## config.mk

```make
export PLATFORM = sky130hd
export DESIGN_NAME = alu_addsub_pipe
export DESIGN_NICKNAME = d
export VERILOG_FILES = /design/src/rtl/alu_addsub_pipe.sv
export SDC_FILE = /design/constraint.sdc
export NUM_CORES = 1
export LEC_CHECK = 0
export CAP_MARGIN = 10
export CORE_UTILIZATION = 41
export DETAILED_ROUTE_END_ITERATION = 8
export GPL_TIMING_DRIVEN = 0
export PLACE_DENSITY = 0.74
export SYNTH_ARGS = -nofsm -noshare
export SYNTH_HDL_FRONTEND = slang
export SYNTH_SLANG_ARGS = --single-unit
```

## constraint.sdc

```tcl
create_clock -name clk -period 2.5 [get_ports clk]
set_input_delay 0.375 -clock clk [delete_from_list [all_inputs] [get_ports clk]]
set_output_delay 0.375 -clock clk [all_outputs]
set_load 0.05 [all_outputs]
```

## src/rtl/alu_addsub_pipe.sv

```systemverilog
// alu_addsub_pipe: two-stage pipelined add/subtract unit, 6502 carry
// convention, C/V/N/Z flags, valid/ready on both sides.
// Ports: clk, rst (sync, active-high); in_valid/in_ready, a, b, cin,
//   sub, dec in; out_valid/out_ready, sum, cout, ovf, neg, zero out.
// Build option: define DECIMAL_MODE_EN to build packed-BCD correction;
//   without it dec is ignored and every operation is binary.
module alu_addsub_pipe #(
   parameter int WIDTH = 8
) (
   input  logic             clk,
   input  logic             rst,
   input  logic             in_valid,
   output logic             in_ready,
   input  logic [WIDTH-1:0] a,
   input  logic [WIDTH-1:0] b,
   input  logic             cin,
   input  logic             sub,
   input  logic             dec,
   output logic             out_valid,
   input  logic             out_ready,
   output logic [WIDTH-1:0] sum,
   output logic             cout,
   output logic             ovf,
   output logic             neg,
   output logic             zero
);

   localparam int NG = WIDTH / 4;

   logic             adv;
   logic [WIDTH-1:0] bp_d;
   logic [WIDTH-1:0] bs_d;
   logic [NG-1:0]    ncy_d;
   logic             ovf_d;

   logic             v1_q;
   logic [WIDTH-1:0] bs1_q;
   logic [NG-1:0]    ncy1_q;
   logic             ovf1_q;

   logic [WIDTH-1:0] res_d;
   logic             co_d;

   logic             ov_q;
   logic [WIDTH-1:0] sum_q;
   logic             cout_q;
   logic             ovf_q;
   logic             neg_q;
   logic             zero_q;

   assign adv      = out_ready || !ov_q;
   assign in_ready = adv;

   // Stage 1: 4-bit CLA groups, group carries from group G/P.
   always_comb begin : s1
      logic [NG:0] gc;
      logic [3:0]  gn;
      logic [3:0]  pr;
      logic [3:0]  c;
      logic        gg;
      logic        gp;
      bp_d  = sub ? ~b : b;
      bs_d  = '0;
      ncy_d = '0;
      gc    = '0;
      gn    = '0;
      pr    = '0;
      c     = '0;
      gg    = 1'b0;
      gp    = 1'b0;
      gc[0] = cin;
      for (int g = 0; g < NG; g++) begin
         gn   = a[4*g +: 4] & bp_d[4*g +: 4];
         pr   = a[4*g +: 4] ^ bp_d[4*g +: 4];
         c[0] = gc[g];
         c[1] = gn[0] | (pr[0] & c[0]);
         c[2] = gn[1] | (pr[1] & gn[0])
              | (pr[1] & pr[0] & c[0]);
         c[3] = gn[2] | (pr[2] & gn[1])
              | (pr[2] & pr[1] & gn[0])
              | (pr[2] & pr[1] & pr[0] & c[0]);
         gg   = gn[3] | (pr[3] & gn[2])
              | (pr[3] & pr[2] & gn[1])
              | (pr[3] & pr[2] & pr[1] & gn[0]);
         gp   = &pr;
         gc[g+1]      = gg | (gp & gc[g]);
         bs_d[4*g +: 4] = pr ^ c;
         ncy_d[g]     = gc[g+1];
      end
      ovf_d = (a[WIDTH-1] == bp_d[WIDTH-1])
           && (bs_d[WIDTH-1] != a[WIDTH-1]);
   end

`ifdef DECIMAL_MODE_EN
   logic cin1_q;
   logic sub1_q;
   logic dec1_q;

   always_ff @(posedge clk) begin
      if (rst) begin
         cin1_q <= 1'b0;
         sub1_q <= 1'b0;
         dec1_q <= 1'b0;
      end else if (adv) begin
         cin1_q <= cin;
         sub1_q <= sub;
         dec1_q <= dec;
      end
   end

   // A nibble's raw total with the decimal carry-in is rebuilt from
   // its binary total by swapping the binary carry-in for the
   // decimal one.
   always_comb begin : s2
      logic [5:0] t;
      logic       cb;
      logic       cd;
      res_d = bs1_q;
      co_d  = ncy1_q[NG-1];
      t     = '0;
      cb    = cin1_q;
      cd    = cin1_q;
      if (dec1_q) begin
         for (int g = 0; g < NG; g++) begin
            t = {1'b0, ncy1_q[g], bs1_q[4*g +: 4]}
              - {5'b0, cb} + {5'b0, cd};
            if (!sub1_q) begin
               if (t > 6'd9) begin
                  t  = t + 6'd6;
                  cd = 1'b1;
               end else begin
                  cd = 1'b0;
               end
            end else begin
               if (t[4]) begin
                  cd = 1'b1;
               end else begin
                  t  = t - 6'd6;
                  cd = 1'b0;
               end
            end
            res_d[4*g +: 4] = t[3:0];
            cb = ncy1_q[g];
         end
         co_d = cd;
      end
   end
`else
   logic unused_in;
   assign unused_in = ^{dec, ncy1_q};

   always_comb begin
      res_d = bs1_q;
      co_d  = ncy1_q[NG-1];
   end
`endif

   always_ff @(posedge clk) begin
      if (rst) begin
         v1_q   <= 1'b0;
         bs1_q  <= '0;
         ncy1_q <= '0;
         ovf1_q <= 1'b0;
      end else if (adv) begin
         v1_q   <= in_valid;
         bs1_q  <= bs_d;
         ncy1_q <= ncy_d;
         ovf1_q <= ovf_d;
      end
   end

   always_ff @(posedge clk) begin
      if (rst) begin
         ov_q   <= 1'b0;
         sum_q  <= '0;
         cout_q <= 1'b0;
         ovf_q  <= 1'b0;
         neg_q  <= 1'b0;
         zero_q <= 1'b0;
      end else if (adv) begin
         ov_q   <= v1_q;
         sum_q  <= res_d;
         cout_q <= co_d;
         ovf_q  <= ovf1_q;
         neg_q  <= res_d[WIDTH-1];
         zero_q <= ~|res_d;
      end
   end

   assign out_valid = ov_q;
   assign sum       = sum_q;
   assign cout      = cout_q;
   assign ovf       = ovf_q;
   assign neg       = neg_q;
   assign zero      = zero_q;

endmodule

```

==> results.yml, run 1 <==
timing:
  rsz0062_at_grt: "false"
  skew_ps: 1.953
  finalHoldViolCount: 0
  max_slew.worst_pin.slew_ps: 495.9
  fin_crit_sh: 0.9618
  relSlewSlack: 0.6683
  setup_viol_count_final: 0
  period_needed_ps: 2404
  timing.hold.ws_ps: 455.1
  max_freq_mhz: 415.9
  drv_slew: 0
floorplanning:
  placementRows: 19
  die_y_um: 56.66
  coreArea_mm2: 0.002805
  fp.dieW_um: 56.66
  die_area_mm2: 0.003210
  start_util: 0.4367
  io_pins: 37
logic_synthesis:
  yosys.area.top_type_share: 0.3759
  ys_async_sr_fraction: 0
  synth_area_mm2: 0.001225
  synth_edf_count: 0
  ys_ff_latch: 23
  ys_warn_count: 0
  avgSynthCellArea_um2: 8.506
  synth_flop_cell: "dfxtp_1"
  seq_area_frac_synth: 0.3759
  synthTopCellsByCount: "nand2_1, dfxtp_1, a21oi_1, xor2_1, ha_1"
  postSynthCellCount: 144
  synth.area.top_cells: "dfxtp_1, nand2_1, ha_1"
  yosysTopAreaCell: "dfxtp_1"
  yosysUniqueCellTypes: 31
  synth_most_common_cell: "nand2_1"
  syn-num-nets: 177
final_layout:
  nNetsFinal: 216
  final_util: 0.5861
  instances_no_fill: 213
  multiInputGateArea_um2: 721.9
  antenna_cells: 0
  stdcell_area_mm2: 0.001644
  syn_to_final_growth_pct: 34.22
  fillers: 275
  drive_gt1_frac: 0.07692
  regArea_um2: 460.4
clock_network:
  postCtsSetupBuffers: 0
  cts_tree: "done"
  cts.sinks: 23
  cts-root-buf: "clkbuf_4"
  ctsHoldBuffers: 0
  cts_resized: 1
  clock_latency_ps: 300
  clk_pin_slew_ps: 120
  clock_path_buffers: 2
  cts_max_level: 1
  numCtsBuffers: 3
worst_setup_path:
  path_max_fanout: 3
  r2r-start: "out_valid"
  crit_arrival_ps: 2640
  worstSetupStartpoint: "b[0]"
  criticalPathCategory: "in -> reg"
  end_kind: "flop"
  start_kind: "input pin"
  required_ps: 2730
global_routing:
  grt_pass1_wl_um: 4416
  grt_max_degree: 13
  grt_pass1_vias: 1052
  track_usage: 0.1708
  antenna_found_initial: 0
  grt.overflow.total: 0
power_and_ir_drop:
  power.density_mw_per_mm2: 581.8
  power_switching_share: 0.3437
  total_power_mw: 0.9564
  p_sw_mw: 0.3287
  ir_drop_v: 0.0002031
  leakagePower_nw: 0.6412
  p_int_mw: 0.6277
  seqPwrFrac: 0.461
  p_comb_frac: 0.364
  p_clk_frac: 0.175
route:
  wl_um: 2557
  via_per_inst: 5.272
  drc_errors: 7
  antenna_left: 0
  firstDrtPassIters: 6
  drtIter0Drc: 27
  vias: 1123
  wl_per_cell_um: 12.00
place:
  place_area_mm2: 0.001604
  io_buffer_count: 34
  place_inst: 209
  place.detailed.hpwl_um: 2056
  gp_congestion: 0.7989
outcome:
  violations: "design-rule violations"
  status: "finished with violations"
min_path:
  worstHoldPathType: "reg -> reg"
  worstHoldStart: "sum[3]"
job:
  maxCapViolCount: 0
==> worst max-delay path: stages <==
cell and delay (ps):
clkdlybuf4s50_1 490, xor2_2 180, ha_1 290, a211oi_4 310, o21bai_1 160, a21oi_1 210, fa_1 430, a211oi_1 190
==> final cells by class <==
class                           count  share of cell area
Multi-Input combinational cell    108              0.4391
Sequential cell                    23              0.2801
Timing Repair Buffer               34              0.2062
Buffer                             10             0.02816
Tap cell                           31             0.02359
Clock buffer                        4             0.01598
Inverter                            3            0.006849
==> metrics by stage <==
stage               setup TNS, ps  worst slack (ps)
global placement           -429.2            -231.4
detailed placement         -574.3            -288.4
floorplan                       0             135.7
global route                    0             14.51
finish                          0             95.56
CTS                             0             27.83
==> layer usage <==
| metal | vias up | global-route usage | part of all wire |
|---|---|---|---|
| li1 | 573 | - | - |
| met1 | 513 | 0.2023 | 0.43 |
| met2 | 35 | 0.3197 | 0.51 |
| met3 | 2 | 0.02304 | 0.047 |
| met4 | 0 | 0.04286 | 0.0055 |
| met5 | - | 0 | 0 |
==> sequential cells by signal, summed over array words and instances (netlist names) <==
name       cells
v1_q           1
bs1_q          8
sum            8
ovf            1
cout           1
ovf1_q         1
ncy1_q         1
zero           1
out_valid      1
==> path summary, 6_finish.rpt <==
check                  end  slack (ps)  cells past startpoint
hold reg to reg     sum[3]         460                      2
hold / removal      sum[3]         460                      2
setup reg to reg    ovf1_q        1200                      5
setup / recovery  bs1_q[4]         100                      8
==> power groups by stage <==
stage	Clock [mW]	Combinational (mW)	Sequential (mW)
final	0.167	0.348	0.441
after global routing	0.189	0.377	0.449
after CTS	0.169	0.345	0.442
after detailed placement	0	0.342	0.450
after global placement	0	0.334	0.447
after floorplan	0	0.175	0.504
==> cell families after synthesis <==
| logic type | after synthesis | synth area share |
|---|---|---|
| AO/OA/AOI/OAI | 34 | 0.1777 |
| adder cells (fa/ha/maj) | 10 | 0.1144 |
| XOR/XNOR | 11 | 0.07866 |
| buffers and inverters | 13 | 0.04699 |
| flip-flops | 23 | 0.3759 |
| AND/OR/NAND/NOR | 53 | 0.2063 |
==> cells in the final DEF, fill, tap and decap left out, drive strengths merged <==
cell type	count
nand2	31
nor4	2
dlygate4sd2	1
o211ai	2
nor4b	1
nand4b	2
o21a	2
clkdlybuf4s50	33
a211o	1
a311oi	1
dfxtp	23
clkbuf	9
nand3b	4
a31oi	1
xor2	9
a211oi	3
o21bai	1
ha	8
xnor2	2
buf	5
fa	2
a21oi	19
o21ai	2
nor3	1
a21o	2
inv	3
nor2b	1
nor2	5
nand3	3
or4	3
Note: power is estimated with default switching activity, not from simulation.
==> run 2: changes to the inputs <==
- ABC_AREA: unset -> 0
- CORE_UTILIZATION: 41 -> 40
- PLACE_DENSITY: 0.74 -> 0.73
==> run 2 against run 1 <==
Net effect: first-iteration DRC count is 26% higher; sequential power hardly changed; routed wire length is 2.2% lower; worst hold slack better by 3.8 ps; critical endpoint unchanged; utilization is 0.76 points lower; die area is 2.4% higher; sequential cell count stayed put; final cell count stayed put; non-clock buffer count stayed put; the run still ends with design-rule violations left.
==> results.yml, run 2 (synthesis gave the netlist of run 1 again) <==
outcome:
  status: "finished with violations"
  violations: "design-rule violations"
place:
  gp_congestion: 0.7792
  io_buffer_count: 34
  place_inst: 209
  place.detailed.hpwl_um: 1976
route:
  antenna_left: 0
  wl_um: 2500
  via_per_inst: 5.070
  firstDrtPassIters: 6
  wl_per_cell_um: 11.74
  vias: 1080
  drc_errors: 8
  drtIter0Drc: 34
min_path:
  worstHoldPathType: "reg -> reg"
  worstHoldStart: "sum[6]"
  worstHoldPathCells: 2
  min_to: "sum[6]"
power_and_ir_drop:
  power_switching_share: 0.3439
  p_int_mw: 0.6275
  p_comb_frac: 0.361
  seqPwrFrac: 0.461
  p_clk_frac: 0.179
  p_sw_mw: 0.3289
  power.density_mw_per_mm2: 584.4
  leakagePower_nw: 0.6399
  ir_drop_v: 0.0002053
global_routing:
  grt_pass1_vias: 998
  grt_max_degree: 13
  track_usage: 0.1659
  grt_pass1_wl_um: 4229
  grt.overflow.total: 0
  antenna_found_initial: 0
timing:
  max_slew.worst_pin.slew_ps: 515.7
  timing.hold.ws_ps: 458.9
  tns_ps: 0
  rsz0062_at_grt: "false"
  setup_viol_count_final: 0
  fin_crit_sh: 0.9570
  max_freq_mhz: 418.0
  drv_slew: 0
  finalHoldViolCount: 0
  skew_ps: 6.121
  relSlewSlack: 0.6551
  period_needed_ps: 2392
clock_network:
  cts.sinks: 23
  ctsHoldBuffers: 0
  clk_pin_slew_ps: 120
  cts-root-buf: "clkbuf_4"
  numCtsBuffers: 3
  cts_tree: "done"
  clock_latency_ps: 310
  cts_max_level: 1
  clock_path_buffers: 2
floorplanning:
  start_util: 0.4330
  io_pins: 37
  coreArea_mm2: 0.002829
  die_area_mm2: 0.003288
  fp.dieW_um: 57.34
  placementRows: 19
  die_y_um: 57.34
worst_setup_path:
  worst_r2r_endpoint: "bs1_q[3]"
  criticalPathCategory: "in -> reg"
  start_kind: "input pin"
  path_max_fanout: 3
  worst-r2r-setup-slack_ps: 1190
  worstSetupStartpoint: "b[0]"
  crit_arrival_ps: 2630
  end_kind: "flop"
  required_ps: 2740
  worst_r2r_path_depth: 5
  r2r-start: "out_valid"
final_layout:
  fillers: 283
  antenna_cells: 0
  drive_gt1_frac: 0.07143
  multiInputGateArea_um2: 714.4
  syn_to_final_growth_pct: 33.61
  nNetsFinal: 216
  regArea_um2: 460.4
  mostFrequentLayoutCells: "clkdlybuf4s50_1, nand2_1, dfxtp_1"
  final_common_cell: "clkdlybuf4s50_1"
  instances_no_fill: 213
job:
  maxCapViolCount: 0
==> run 2: per-layer routing <==
layer | vias up | GRT usage | share of wire
li1 | 572 | - | -
met5 | - | 0 | 0
met3 | 4 | 0.02721 | 0.054
met1 | 467 | 0.2014 | 0.46
met2 | 37 | 0.2824 | 0.47
met4 | 0 | 0.08362 | 0.016
==> run 2: critical path, stage by stage <==
cell and delay, ps:
clkdlybuf4s50_1 470, xor2_1 220, ha_1 310, a211oi_4 280, o21bai_1 140, a21oi_1 190, fa_1 440, a211oi_1 200
==> run 2: worst max-delay path by stage <==
stage / to / slack [ps] / cells after the start
floorplan: bs1_q[4] / 140 / 8
global placement: bs1_q[4] / -230 / 8
detailed placement: bs1_q[4] / -280 / 8
CTS: bs1_q[4] / 50 / 8
global route: bs1_q[4] / 20 / 8
finish: bs1_q[4] / 110 / 8
==> run 2: metrics by stage <==
| stage | utilization | total power [mW] | cell area [um^2] | setup slack [ps] |
|---|---|---|---|---|
| after detailed placement | 0.5670 | 0.7901 | 1604 | -278.0 |
| final | 0.5785 | 0.9564 | 1637 | 107.5 |
| after global routing | 0.5785 | 1.017 | 1637 | 17.21 |
| after global placement | 0.5670 | 0.7811 | 1604 | -229.4 |
| after floorplan | - | 0.6787 | 1225 | 135.7 |
| after CTS | 0.5759 | 0.9585 | 1629 | 53.55 |
==> run 2: final cells by class <==
class | instances | area share
multi-input cells | 108 | 0.4365
well taps | 31 | 0.02370
flip-flops and latches | 23 | 0.2813
repair buffers | 34 | 0.2072
plain buffers | 10 | 0.02829
inverters | 3 | 0.006881
clock buffers | 4 | 0.01606
==> run 2: repair_timing <==
item                                    4_1_cts  5_1_grt
pin swaps                                     0        1
resized for setup                             1        1
setup buffers                                 0        0
endpoints found under the setup margin        1        1
==> run 2: power by group through the flow <==
stage	Combinational, mW	Sequential (mW)	Clock, mW
floorplan	0.175	0.504	0
global placement	0.334	0.447	0
detailed placement	0.341	0.449	0
CTS	0.343	0.441	0.175
global route	0.377	0.448	0.193
finish	0.345	0.441	0.171
==> run 3: changes to the inputs <==
- HOLD_SLACK_MARGIN: unset -> 0.02
- PLACE_DENSITY: 0.73 -> 0.69
==> run 3 against run 2 <==
Net effect: the flow still finishes with violations (design-rule violations); via count is 1.6% higher; combinational power hardly changed; sequential power hardly changed; die area stayed put; final cell count stayed put; worst hold slack worse by 2.0 ps; critical path depth stayed put; register-to-register slack hardly changed; non-clock buffer count stayed put; routed wire length is 3.0% lower; total power is 0.32% lower.
==> results.yml, run 3 (synthesis gave the netlist of run 1 again) <==
global_routing:
  grt_pass1_vias: 986
  grt.overflow.total: 0
  antenna_found_initial: 0
  track_usage: 0.1597
  grt_pass1_wl_um: 4160
  grt_max_degree: 13
route:
  drc_errors: 6
  highest_layer: "met4"
  met3_length_um: 122
  antenna_left: 0
  wl_per_cell_um: 11.39
  vias: 1097
  wl_met2_um: 1150
  firstDrtPassIters: 6
  wl_met1_um: 1105
  wl_um: 2426
  drtIter0Drc: 25
  via_per_inst: 5.150
final_layout:
  final_common_cell: "clkdlybuf4s50_1"
  drive_gt1_frac: 0.08242
  syn_to_final_growth_pct: 34.52
  stdcell_area_mm2: 0.001648
  mostFrequentLayoutCells: "clkdlybuf4s50_1, nand2_1, dfxtp_1"
  nNetsFinal: 216
  antenna_cells: 0
  fillers: 280
worst_setup_path:
  required_ps: 2730
  start_kind: "input pin"
  path_cells: "clkdlybuf4s50_1 > xor2_2 > ha_1 > a211oi_4 > o21bai_1 > a21oi_2 > fa_1 > a211oi_1"
  critPathBufInv: 1
  criticalPathCategory: "in -> reg"
  worst_r2r_path_depth: 5
  crit_slowest_cell: "clkdlybuf4s50_1"
  worst-r2r-setup-slack_ps: 1190
  path_max_fanout: 3
  end_kind: "flop"
  cpPeakStageDelay_ps: 500
  r2r-start: "out_valid"
  worst_r2r_endpoint: "bs1_q[5]"
  crit_arrival_ps: 2550
  path_delay_family: "compound AO/OA/AOI/OAI gates"
timing:
  finalHoldViolCount: 0
  fin_crit_sh: 0.9296
  period_needed_ps: 2324
  setup_viol_count_final: 0
  timing.hold.ws_ps: 457.0
  rsz0062_at_grt: "false"
  drv_slew: 0
  max_slew.worst_pin.slew_ps: 492.5
  skew_ps: 6.618
  max_freq_mhz: 430.3
  relSlewSlack: 0.6707
floorplanning:
  start_util: 0.4330
  placementRows: 19
  die_y_um: 57.34
  io_pins: 37
  coreArea_mm2: 0.002829
  fp.dieW_um: 57.34
  die_area_mm2: 0.003288
place:
  place_area_mm2: 0.001604
  place.detailed.hpwl_um: 1901
  gp_congestion: 0.7673
  io_buffer_count: 34
power_and_ir_drop:
  power.density_mw_per_mm2: 578.5
  seqPwrFrac: 0.461
  p_sw_mw: 0.3256
  p_clk_frac: 0.176
  ir_drop_v: 0.0001970
  leakagePower_nw: 0.6416
  power_switching_share: 0.3415
  p_comb_frac: 0.362
  p_int_mw: 0.6278
outcome:
  status: "finished with violations"
  violations: "design-rule violations"
job:
  maxCapViolCount: 0
min_path:
  worstHoldPathType: "reg -> reg"
  worstHoldPathCells: 2
  min_to: "zero"
  worstHoldStart: "zero"
clock_network:
  clock_latency_ps: 310
  cts_tree: "done"
  clock_path_buffers: 2
  cts.sinks: 23
  numCtsBuffers: 3
  cts_max_level: 1
  cts-root-buf: "clkbuf_4"
  clk_pin_slew_ps: 110
## run 3: cell count changes in the layout (fill, tap and decap cells not counted)
cell,delta
xor2_1,-1
a21oi_1,-1
a21oi_2,+1
xor2_2,+1
## run 3: metrics by stage
step / worst slack [ps] / util / instances / setup TNS, ps / power (mW)
floorplan: 135.7 / - / 144 / 0 / 0.6787
global placement: -245.2 / 0.5670 / 209 / -458.6 / 0.7827
detailed placement: -297.4 / 0.5670 / 209 / -563.8 / 0.7876
CTS: 32.53 / 0.5759 / 213 / 0 / 0.9496
global route: 20.45 / 0.5825 / 213 / 0 / 1.016
finish: 176.1 / 0.5825 / 213 / 0 / 0.9534
## run 3: final cells by class
cell class                 instances  area, um^2  area share
multi-input combinational        108       725.7      0.4404
sequential                        23       460.4      0.2794
timing repair buffer              34       339.1      0.2058
buffer                            10       46.29     0.02809
tap                               31       38.79     0.02354
clock buffer                       4       26.28     0.01595
inverter                           3       11.26    0.006834
## run 3: metal layers
metal	track usage	vias up
met1	0.1986	485
li1	-	572
met5	0	-
met3	0.02268	5
met4	0.07317	0
met2	0.2724	35
## run 3: worst max path at each step
| stage | start | to | slack [ps] | cells after the start |
|---|---|---|---|---|
| after global placement | b[0] | bs1_q[4] | -250 | 8 |
| after CTS | b[0] | bs1_q[4] | 30 | 8 |
| after global routing | b[0] | bs1_q[4] | 20 | 8 |
| after floorplan | sub | bs1_q[4] | 140 | 8 |
| final | b[0] | bs1_q[4] | 180 | 8 |
| after detailed placement | b[0] | bs1_q[4] | -300 | 8 |
## run 3: worst register-to-register path: stages (launching register included)
cell      delay (ps)
dfxtp_1          340
nor2b_1          120
buf_2            180
clkbuf_1         360
nand2_1          120
a21oi_1          130
## run 3: power by group through the flow
stage / Sequential, mW / Clock, mW / Combinational [mW]
after floorplan: 0.504 / 0 / 0.175
after global placement: 0.447 / 0 / 0.335
after detailed placement: 0.449 / 0 / 0.339
after CTS: 0.441 / 0.169 / 0.340
after global routing: 0.447 / 0.191 / 0.377
final: 0.440 / 0.168 / 0.345
## run 3: repair_timing
item	in CTS	in global routing
setup endpoints to repair	1	2
hold endpoints to repair	0	0
pin swaps	0	2
hold buffers	0	0
gates resized for setup	1	3
setup buffers	0	0
